$ cat config.mk
export PLATFORM = sky130hd
export DESIGN_NAME = join_pipe_multi
export DESIGN_NICKNAME = d
export VERILOG_FILES = /design/src/rtl/join_pipe_multi.sv
export SDC_FILE = /design/constraint.sdc
export NUM_CORES = 1
export LEC_CHECK = 0
export ABC_AREA = 1
export CORE_UTILIZATION = 39
export DETAILED_ROUTE_END_ITERATION = 7
export PLACE_DENSITY_LB_ADDON = 0.25
export SLEW_MARGIN = 20
export SYNTH_ARGS = -nofsm -noshare
export SYNTH_HDL_FRONTEND = slang
export SYNTH_SLANG_ARGS = --single-unit
export TNS_END_PERCENT = 10
$ cat constraint.sdc
create_clock -name clk -period 6.6 [get_ports clk]
set_input_delay 1.32 -clock clk [delete_from_list [all_inputs] [get_ports clk]]
set_output_delay 1.32 -clock clk [all_outputs]
set_load 0.01 [all_outputs]
$ cat src/rtl/join_pipe_multi.sv
// -----------------------------------------------------------------------------
// join_pipe_multi
//
// N-channel fixed-point join stage for the Euler module. Collects one value
// from every channel, adds them, multiplies the sum by the step size h with an
// iterative radix-2 signed multiplier, and writes the product to the result RAM
// at an auto-incrementing, wrapping address.
//
// Sequence: COLLECT -> SUM (1 cycle) -> MUL (DATA_SIZE cycles) -> WRITE (1 cycle).
// With the last capture in cycle T, finished is asserted in cycle T+2+DATA_SIZE.
//
// Ports:
//   clk            rising-edge clock
//   rst            synchronous active-low reset
//   clear          synchronous active-high soft clear (same effect as reset)
//   ch_valid       per-channel data valid
//   ch_data        channel i at bits [i*DATA_SIZE +: DATA_SIZE]
//   ch_ready       per-channel ready (~captured in COLLECT, 0 otherwise)
//   h_step         step size, latched at the end of SUM
//   join_done      pulse during the cycle of the last channel transfer
//   busy           high in SUM, MUL and WRITE
//   mem_we         RAM write enable (RAM samples on the falling edge)
//   mem_addr       RAM write address (holds when mem_we=0)
//   mem_data       RAM write data (holds when mem_we=0)
//   finished       pulse coincident with mem_we
//   wrapped        pulse with finished on the write to the last slot
//   overflow_flag  sticky sum/product overflow, cleared by rst or clear
//
// Build option:
//   JOIN_SATURATE_EN  when defined, overflowing sums and products clamp to the
//                     most positive / most negative value; otherwise they wrap.
// -----------------------------------------------------------------------------
module join_pipe_multi #(
    parameter int ADD_SIZE  = 16,
    parameter int DATA_SIZE = 16,
    parameter int FRAC_BITS = 8,
    parameter int NUM_CH    = 2,
    parameter int BASE_ADDR = 0,
    parameter int DEPTH     = 256
) (
    input  logic                        clk,
    input  logic                        rst,
    input  logic                        clear,
    input  logic [NUM_CH-1:0]           ch_valid,
    input  logic [NUM_CH*DATA_SIZE-1:0] ch_data,
    output logic [NUM_CH-1:0]           ch_ready,
    input  logic [DATA_SIZE-1:0]        h_step,
    output logic                        join_done,
    output logic                        busy,
    output logic                        mem_we,
    output logic [ADD_SIZE-1:0]         mem_addr,
    output logic [DATA_SIZE-1:0]        mem_data,
    output logic                        finished,
    output logic                        wrapped,
    output logic                        overflow_flag
);

    localparam int W  = DATA_SIZE;
    localparam int SW = W + $clog2(NUM_CH);   // sum width, cannot overflow
    localparam int PW = 2 * W;                // full product width
    localparam int CW = $clog2(W);            // multiplier step counter width

    localparam logic [ADD_SIZE-1:0] FIRST_ADDR = ADD_SIZE'(BASE_ADDR);
    localparam logic [ADD_SIZE-1:0] LAST_ADDR  = ADD_SIZE'(BASE_ADDR + DEPTH - 1);

`ifdef JOIN_SATURATE_EN
    localparam logic [W-1:0] MAX_POS = {1'b0, {(W-1){1'b1}}};
    localparam logic [W-1:0] MAX_NEG = {1'b1, {(W-1){1'b0}}};
`endif

    typedef enum logic [1:0] {
        S_COLLECT,
        S_SUM,
        S_MUL,
        S_WRITE
    } state_e;

    state_e                 state_q, state_d;
    logic [NUM_CH-1:0]      captured_q, captured_d;
    logic [NUM_CH-1:0]      fire;
    logic signed [W-1:0]    data_q [NUM_CH];
    logic [ADD_SIZE-1:0]    ptr_q;
    logic [ADD_SIZE-1:0]    addr_q;
    logic [W-1:0]           res_q;
    logic                   ovf_q;

    logic signed [PW-1:0]   mcand_q;   // multiplicand, shifted left each step
    logic [W-1:0]           mplr_q;    // multiplier, shifted right each step
    logic signed [PW-1:0]   acc_q;
    logic [CW-1:0]          cnt_q;

    logic                   live;
    logic                   cnt_last;
    logic signed [SW-1:0]   sum_full;
    logic                   sum_ovf;
    logic [W-1:0]           sum_val;
    logic signed [PW-1:0]   term;
    logic signed [PW-1:0]   acc_d;
    logic signed [PW-1:0]   prod_sh;
    logic                   prod_ovf;
    logic [W-1:0]           res_val;

    // Pulses are suppressed in a cycle that is being reset or cleared, so an
    // aborted operation never reaches the RAM.
    assign live     = rst & ~clear;
    assign cnt_last = (cnt_q == CW'(W - 1));

    // ---------------------------------------------------------------------
    // Next-state and handshake logic
    // ---------------------------------------------------------------------
    // NOTE: every signal written here gets a default first, so no path can
    // leave it unassigned and infer a latch.
    always_comb begin
        state_d    = state_q;
        ch_ready   = '0;
        fire       = '0;
        captured_d = captured_q;
        join_done  = 1'b0;
        case (state_q)
            S_COLLECT: begin
                ch_ready   = ~captured_q;
                fire       = ch_valid & ~captured_q;
                captured_d = captured_q | fire;
                // The join completes in the cycle that delivers the last
                // missing channel (possibly several at once).
                if ((&captured_d) && (|fire)) begin
                    join_done = live;
                    state_d   = S_SUM;
                end
            end
            S_SUM:   state_d = S_MUL;
            S_MUL:   if (cnt_last) state_d = S_WRITE;
            S_WRITE: state_d = S_COLLECT;
            default: state_d = S_COLLECT;
        endcase
    end

    // ---------------------------------------------------------------------
    // Sum of captured values with overflow detection
    // ---------------------------------------------------------------------
    always_comb begin
        sum_full = '0;
        for (int i = 0; i < NUM_CH; i++) begin
            sum_full = sum_full + SW'(data_q[i]);
        end
        // Fits in W bits only if the top SW-W+1 bits are all sign copies.
        sum_ovf = (sum_full[SW-1:W-1] != {(SW-W+1){sum_full[SW-1]}});
`ifdef JOIN_SATURATE_EN
        if (sum_ovf) sum_val = sum_full[SW-1] ? MAX_NEG : MAX_POS;
        else         sum_val = sum_full[W-1:0];
`else
        sum_val = sum_full[W-1:0];
`endif
    end

    // ---------------------------------------------------------------------
    // One radix-2 multiplier step. The multiplier's MSB carries weight
    // -2^(W-1), so the final partial product is subtracted.
    // ---------------------------------------------------------------------
    always_comb begin
        term     = mplr_q[0] ? mcand_q : '0;
        acc_d    = cnt_last ? (acc_q - term) : (acc_q + term);
        prod_sh  = acc_d >>> FRAC_BITS;
        prod_ovf = (prod_sh[PW-1:W-1] != {(PW-W+1){prod_sh[PW-1]}});
`ifdef JOIN_SATURATE_EN
        if (prod_ovf) res_val = prod_sh[PW-1] ? MAX_NEG : MAX_POS;
        else          res_val = prod_sh[W-1:0];
`else
        res_val = prod_sh[W-1:0];
`endif
    end

    // ---------------------------------------------------------------------
    // State and datapath registers
    // ---------------------------------------------------------------------
    // NOTE: sequential state uses non-blocking assignments so every register
    // samples pre-edge values regardless of statement order.
    always_ff @(posedge clk) begin
        if (!rst || clear) begin
            state_q    <= S_COLLECT;
            captured_q <= '0;
            for (int i = 0; i < NUM_CH; i++) data_q[i] <= '0;
            ptr_q      <= FIRST_ADDR;
            addr_q     <= '0;
            res_q      <= '0;
            ovf_q      <= 1'b0;
            mcand_q    <= '0;
            mplr_q     <= '0;
            acc_q      <= '0;
            cnt_q      <= '0;
        end else begin
            state_q <= state_d;
            case (state_q)
                S_COLLECT: begin
                    captured_q <= captured_d;
                    for (int i = 0; i < NUM_CH; i++) begin
                        if (fire[i]) data_q[i] <= ch_data[i*W +: W];
                    end
                end
                S_SUM: begin
                    if (sum_ovf) ovf_q <= 1'b1;
                    mcand_q <= {{W{sum_val[W-1]}}, sum_val};
                    mplr_q  <= h_step;
                    acc_q   <= '0;
                    cnt_q   <= '0;
                end
                S_MUL: begin
                    acc_q   <= acc_d;
                    mcand_q <= mcand_q <<< 1;
                    mplr_q  <= mplr_q >> 1;
                    cnt_q   <= cnt_q + CW'(1);
                    if (cnt_last) begin
                        res_q  <= res_val;
                        addr_q <= ptr_q;
                        if (prod_ovf) ovf_q <= 1'b1;
                    end
                end
                S_WRITE: begin
                    captured_q <= '0;
                    ptr_q      <= (ptr_q == LAST_ADDR) ? FIRST_ADDR : ptr_q + 1'b1;
                end
                default: ;
            endcase
        end
    end

    // ---------------------------------------------------------------------
    // Outputs
    // ---------------------------------------------------------------------
    assign busy          = (state_q != S_COLLECT);
    assign mem_we        = live && (state_q == S_WRITE);
    assign finished      = mem_we;
    assign wrapped       = mem_we && (ptr_q == LAST_ADDR);
    assign mem_addr      = addr_q;
    assign mem_data      = res_q;
    assign overflow_flag = ovf_q;

endmodule

; Word-level counts from Yosys, hierarchy flattened
; Memory sizes are Yosys's and may differ from the RTL's.
; Cells that the tools add are included.
[word_totals]
in_bits = 53
regBits = 137
mem_count = 1
output_inout_bits = 40
wordCells = 79
mem_bits_rw = 32
[op_classes]
reduce_logical = 14
addsub = 5
muxes = 31
bitwise = 7
eq_ne = 11
[mem_list]
columns = memory, words, width, rd, rd_clocked_by_memory_dff, write_ports, line
row1 = data_q, 2, 16, 2, 0, 2, 81  ; logic signed [W-1:0] data_q [NUM_CH];
[op_table]
columns = op, count
row1 = case mux 32 bit (2 select lines), 2
row2 = two-way mux 32 bit, 2
row3 = two-way mux 16 bit, 3
row4 = adder 32 bit, 1
row5 = case mux 16 bit (2 select lines), 1
row6 = subtractor 32 bit, 1
row7 = adder 16 x 16 -> 17 bit, 1
row8 = "adder 16 x 1 -> 16 bit, second input constant", 1
row9 = "equality test 16 x 8 -> 1 bit, second input constant", 1
row10 = two-way mux 1 bit, 15
row11 = two-way mux 2 bit, 4
row12 = "inequality test 2 bit, second input constant", 4
row13 = inequality test 8 bit, 1
row14 = case mux 2 bit (4 select lines), 1
row15 = case mux 4 bit (2 select lines), 1
row16 = AND reduction 2 bit, 3
row17 = nonzero test 2 bit, 3
row18 = "adder 4 x 1 -> 4 bit, second input constant", 1
row19 = "equality test 2 bit, second input constant", 2
row20 = "equality test 4 bit, second input constant", 1
row21 = case mux 2 bit (2 select lines), 1
row22 = AND reduction 4 bit, 1
row23 = logical AND 1 bit, 3
row24 = AND 2 bit, 1
row25 = 12 further kinds, 13

; Logic depth before layout (Yosys ltp)
[logic_depth]
depth_word = 8
depth_mapped = 35
depth_no_buf = 34

; Worst setup path before layout
; No wires, ideal clock.
[synth_timing]
path_type = in2out
from = input port rst
to = output port join_done
path_slack_ns = 3.022
required_ns = 5.280
cell_stages = 6
n_path_buf = 2
arrival_ns = 2.258
cell_sequence = inv_1 nor2_1 inv_1 clkbuf_1 clkbuf_1 nor3_1
[synth_between]
elab_chain_cells = 3
[synth_lines]
columns = element, line
row1 = from (decl), 42  ; input logic rst,
row2 = AND 1 bit, 105  ; assign live = rst & ~clear;
row3 = two-way mux 1 bit, 126  ; if ((&captured_d) && (|fire)) begin
row4 = two-way mux 1 bit, 119  ; case (state_q)
row5 = to (decl), 48  ; output logic join_done,
; Every way passes these cells.

; Final worst setup path
[layout_timing]
from = input port rst
to = output port wrapped
[layout_between]
elab_chain_cells = 3
[layout_lines]
columns = element, line
row1 = AND 1 bit, 105
row2 = logical AND 1 bit, 231  ; assign mem_we = live && (state_q == S_WRITE);
row3 = logical AND 1 bit, 233  ; assign wrapped = mem_we && (ptr_q == LAST_ADDR);
row4 = to (decl), 54  ; output logic wrapped,
; Every way passes these cells.

==> out/results.md <==
| Group | Parameter | Reported |
|:---|:---|:---|
| status | Run status | completed |
| global routing | Number of antenna violations at the first check in global routing | 0 |
| timing | Setup repair after global routing missed its margin | false |
| floorplanning | Initial cell density of the core | 39.5% |
| final layout | Area of all placed cells without fillers | 12400 µm² |
| floorplanning | Boundary Pins | 93 |
| global routing | Global-route wire length before repair | 44800 µm |
| yosys | Total nets after synthesis | 1704 |
| timing | Minimum clock period after layout | 4.84 ns |
| timing | Largest clock skew in the final design | 0.0152 ns |
| critical path | Critical Path RT | 5.28 ns |
| clock tree | TritonCTS clock tree | built |
| routing | Wire length after detailed routing | 26900 µm |
| timing | Tightest Pin Transition | 1.08 ns |
| critical path | Critical Setup Path Class | in2out |
| yosys | Synth async-reset ratio | 0% |
| clock tree | Clk pin slew, worst setup/hold paths | 0.07 ns |
| final layout | Final Non-Filler Cells | 2015 |
| critical path | Worst reg2reg endpoint | overflow_flag |
| critical path | Critical Path Source Type | input port |
| global routing | Gr usage total | 19.8% |
| clock tree | Number of clock sinks | 169 |
| routing | Drt initial violations | 553 |
| final layout | Diodes inserted | 0 |
| placement | Routability Congestion | 0.931 |
| critical path | Number of buffer and inverter instances along the worst setup path | 5 |
| final layout | NumNets Final | 1770 |
| routing | WL per Instance | 13.4 µm |
| clock tree | Count of hold buffers inserted by post-cts repair | 0 |
| critical path | Crit path arrival time | 3.52 ns |
| yosys | Proportion of synthesized chip area in sequential cells | 34.9% |
| critical path | Dominant delay contributor by cell family on the critical path | buffers and inverters |
| placement | Placed Area | 11800 µm² |
| critical path | Highest fanout seen on the critical path | 39 |
| critical path | WP depth | 8 |
| clock tree | Total number of H-tree levels | 4 |
| floorplanning | Total Die Area | 27900 µm² |
| placement | HPWL after DPL | 20300 µm |
| worst hold path | Beginning of the worst hold path | acc_q[26] |
| worst hold path | Cell depth of the worst hold path | 2 |
| placement | Minimum setup slack after placement | 1.72 ns |
| routing | Pre-antenna DRT Iters | 5 |
| timing | Final-report setup violation count | 0 |
| yosys | Yosys top cell area share | 25.8% |
| worst hold path | Endpoint with the worst hold slack | acc_q[26] |
| final layout | Fraction of layout cells with a size suffix above 1 | 4.00% |
| yosys | Cells taking the most area after synthesis | sky130_fd_sc_hd__dfxtp_1 (26%), sky130_fd_sc_hd__nand2_1 (17%), sky130_fd_sc_hd__edfxtp_1 (9.0%) |
| floorplanning | Number of placement rows | 60 |
| critical path | Delay of the slowest critical-path stage | 0.53 ns |
| yosys | Register bit total from synthesis | 169 |
| pwr | Maximum vdd ir drop | 0.126 mV |
| placement | # port buffers | 92 |
| critical path | Register-to-register setup slack | 2.31 ns |
| clock tree | Num CTS Buffers | 17 |
| yosys | Number of different library cells in the post-synthesis netlist | 51 |
| critical path | Worst reg2reg path depth | 32 |
| critical path | Reg2reg start | mplr_q[0] |
| yosys | Syn Std Cell Area | 10600 µm² |
| yosys | Count of synthesis-stage warnings from yosys | 0 |
| worst hold path | Path class of the lowest-slack min-delay path | reg2reg |
| routing | Post-detailed-route count of antenna-violating nets | 0 |
| yosys | Post-synth top flop | sky130_fd_sc_hd__dfxtp_1 |
| yosys | Cell type with the highest aggregate area in the netlist | sky130_fd_sc_hd__dfxtp_1 |
| timing | Portion of the clock cycle consumed by the worst path in the final layout | 73.3% |
| clock tree | Clock Latency Late Sink | 0.44 ns |
| floorplanning | Width of the die | 167 µm |
| timing | Maximum clock frequency | 207 MHz |
| clock tree | Max Buffers Root-to-Sink | 2 |
| final layout | Most frequent standard cell in the layout excluding fill and tap cells | sky130_fd_sc_hd__nand2_1 |
| routing | Vias after detailed routing | 9924 |
| timing | Final setup margin | 1.76 ns |
| critical path | Type of element capturing the critical path | primary output |
| critical path | Worst-path cell with the longest stage delay | sky130_fd_sc_hd__clkdlybuf4s50_1 |
| routing | Ratio of routed vias to standard cells | 4.93 |
| global routing | Global-route congestion overflow total | 0 |
| pwr | Power per standard cell area | 208 nW/µm² |
| critical path | CP most frequent cell | sky130_fd_sc_hd__clkdlybuf4s50_1 |
| routing | Residual DRC | 0 |
| timing | Number of failing hold endpoints at the final stage | 0 |
| floorplanning | Core box area | 26900 µm² |
| global routing | Via count of the first global-routing pass | 9319 |
| job | Max capacitance violation total | 0 |
| clock tree | Buffers inserted during post-CTS setup optimization | 0 |
| yosys | Synthesized instance count | 1595 |
| critical path | Crit-path cells | clkdlybuf4s50_1 -> inv_1 -> nor2_2 -> buf_4 -> inv_2 -> nor2_1 -> and3_1 -> clkdlybuf4s50_1 |
| placement | Post-Place Cells | 1983 |
| pwr | Leakage power total | 5.69 nW |
| timing | Tightest slew margin relative to the limit | 27.7% |
| global routing | Maximum number of pins on one net before global-route repair | 70 |
| timing | Number of max-slew violations in the final report | 0 |
| floorplanning | Die H | 167 µm |
| clock tree | Library cell used as clock root buffer | sky130_fd_sc_hd__clkbuf_16 |
| yosys | Number of flops mapped to enable cells by yosys | 32 |
| final layout | Post-synthesis to final-layout area growth | 16.6% |
| final layout | Commonest non-fill, non-tap cells in the layout | sky130_fd_sc_hd__nand2_1 (481), sky130_fd_sc_hd__inv_1 (239), sky130_fd_sc_hd__nor2_1 (165) |
| yosys | Average size of a mapped cell | 6.66 µm² |
| timing | Post-route setup TNS | 0 ns |
| clock tree | Number of cells upsized or downsized after cts | 0 |
[layer usage]
layer / track usage [%] / vias up / part of all wire [%]
li1: - / 5214 / -
met1: 26.1 / 4431 / 48
met2: 32.9 / 241 / 46
met3: 2.99 / 38 / 3.9
met4: 6.44 / 0 / 2.5
met5: 0 / - / 0
[layout make-up]
class | count | area (µm²)
clock inverters | 13 | 123
clock buffers | 19 | 453
inverters | 243 | 912
multi-input cells | 1130 | 5800
repair buffers | 100 | 981
flip-flops and latches | 169 | 3700
fillers | 2772 | 14500
well taps | 341 | 427
[flip-flops by register name, indices dropped and copies added, names as in the netlist]
name	cells
mcand_q	32
acc_q	32
mplr_q	16
captured_q	2
mem_addr	16
data_q	32
mem_data	16
ptr_q	16
state_q	2
cnt_q	4
overflow_flag	1
[Yosys cell counts, types with 2 or more instances]
cell / number
sky130_fd_sc_hd__a211oi_1: 3
sky130_fd_sc_hd__a21o_1: 5
sky130_fd_sc_hd__a21oi_1: 109
sky130_fd_sc_hd__a221oi_1: 2
sky130_fd_sc_hd__a2bb2oi_1: 2
sky130_fd_sc_hd__a31oi_1: 38
sky130_fd_sc_hd__and2_1: 4
sky130_fd_sc_hd__buf_1: 4
sky130_fd_sc_hd__buf_2: 4
sky130_fd_sc_hd__buf_6: 2
sky130_fd_sc_hd__clkbuf_1: 42
sky130_fd_sc_hd__dfxtp_1: 137
sky130_fd_sc_hd__edfxtp_1: 32
sky130_fd_sc_hd__fa_1: 2
sky130_fd_sc_hd__ha_1: 54
sky130_fd_sc_hd__inv_1: 240
sky130_fd_sc_hd__inv_2: 2
sky130_fd_sc_hd__nand2_1: 481
sky130_fd_sc_hd__nand2_2: 2
sky130_fd_sc_hd__nand2_4: 2
sky130_fd_sc_hd__nand3_1: 43
sky130_fd_sc_hd__nand4_1: 11
sky130_fd_sc_hd__nor2_1: 168
sky130_fd_sc_hd__nor2_2: 2
sky130_fd_sc_hd__nor2_4: 2
sky130_fd_sc_hd__nor3_1: 20
sky130_fd_sc_hd__nor4_1: 4
sky130_fd_sc_hd__o211ai_1: 4
sky130_fd_sc_hd__o21ai_0: 74
sky130_fd_sc_hd__o21ai_2: 2
sky130_fd_sc_hd__o21bai_1: 10
sky130_fd_sc_hd__o221ai_1: 13
sky130_fd_sc_hd__or2_2: 4
sky130_fd_sc_hd__xnor2_1: 25
sky130_fd_sc_hd__xor2_1: 30
[kinds of logic (layout without fill, tap and decap cells)]
family / Yosys count / count (layout) / share of synthesized area (%)
adders and majority gates: 56 / 56 / 6.73
buffers and inverters: 296 / 375 / 10.7
AOI/OAI and AO/OA: 269 / 269 / 14.6
and+or+nand+nor: 750 / 750 / 28.6
DFF: 169 / 169 / 34.9
xor gates and xnor gates: 55 / 55 / 4.53
[tightest hold or removal path, delay by kind of cell, from the launching register on]
kind	cells	cell delay, ns
simple gates	1	0.06
flops	1	0.31
compound gates	1	0.05
[how the worst max path moves through the flow]
stage	from	to	slack (ns)
final	rst	wrapped	1.76
after global routing	rst	wrapped	1.60
after CTS	rst	wrapped	1.72
after detailed placement	rst	wrapped	1.72
after global placement	rst	wrapped	1.74
after floorplan	rst	join_done	3.02
[power by group]
part | switching [mW] | internal [mW] | total, mW
logic | 0.309 | 0.169 | 0.477
clock network | 0.480 | 0.521 | 1.00
registers | 0.0156 | 1.08 | 1.10
[metrics by stage]
stage,total power [mW],utilization (%),hold WS [ns]
floorplan,1.45,-,0.445
global placement,1.59,44.0,0.459
detailed placement,1.60,44.0,0.463
CTS,2.59,46.1,0.475
global route,2.70,46.1,0.493
finish,2.58,46.1,0.472
Note: power is estimated with default switching activity, not from simulation.
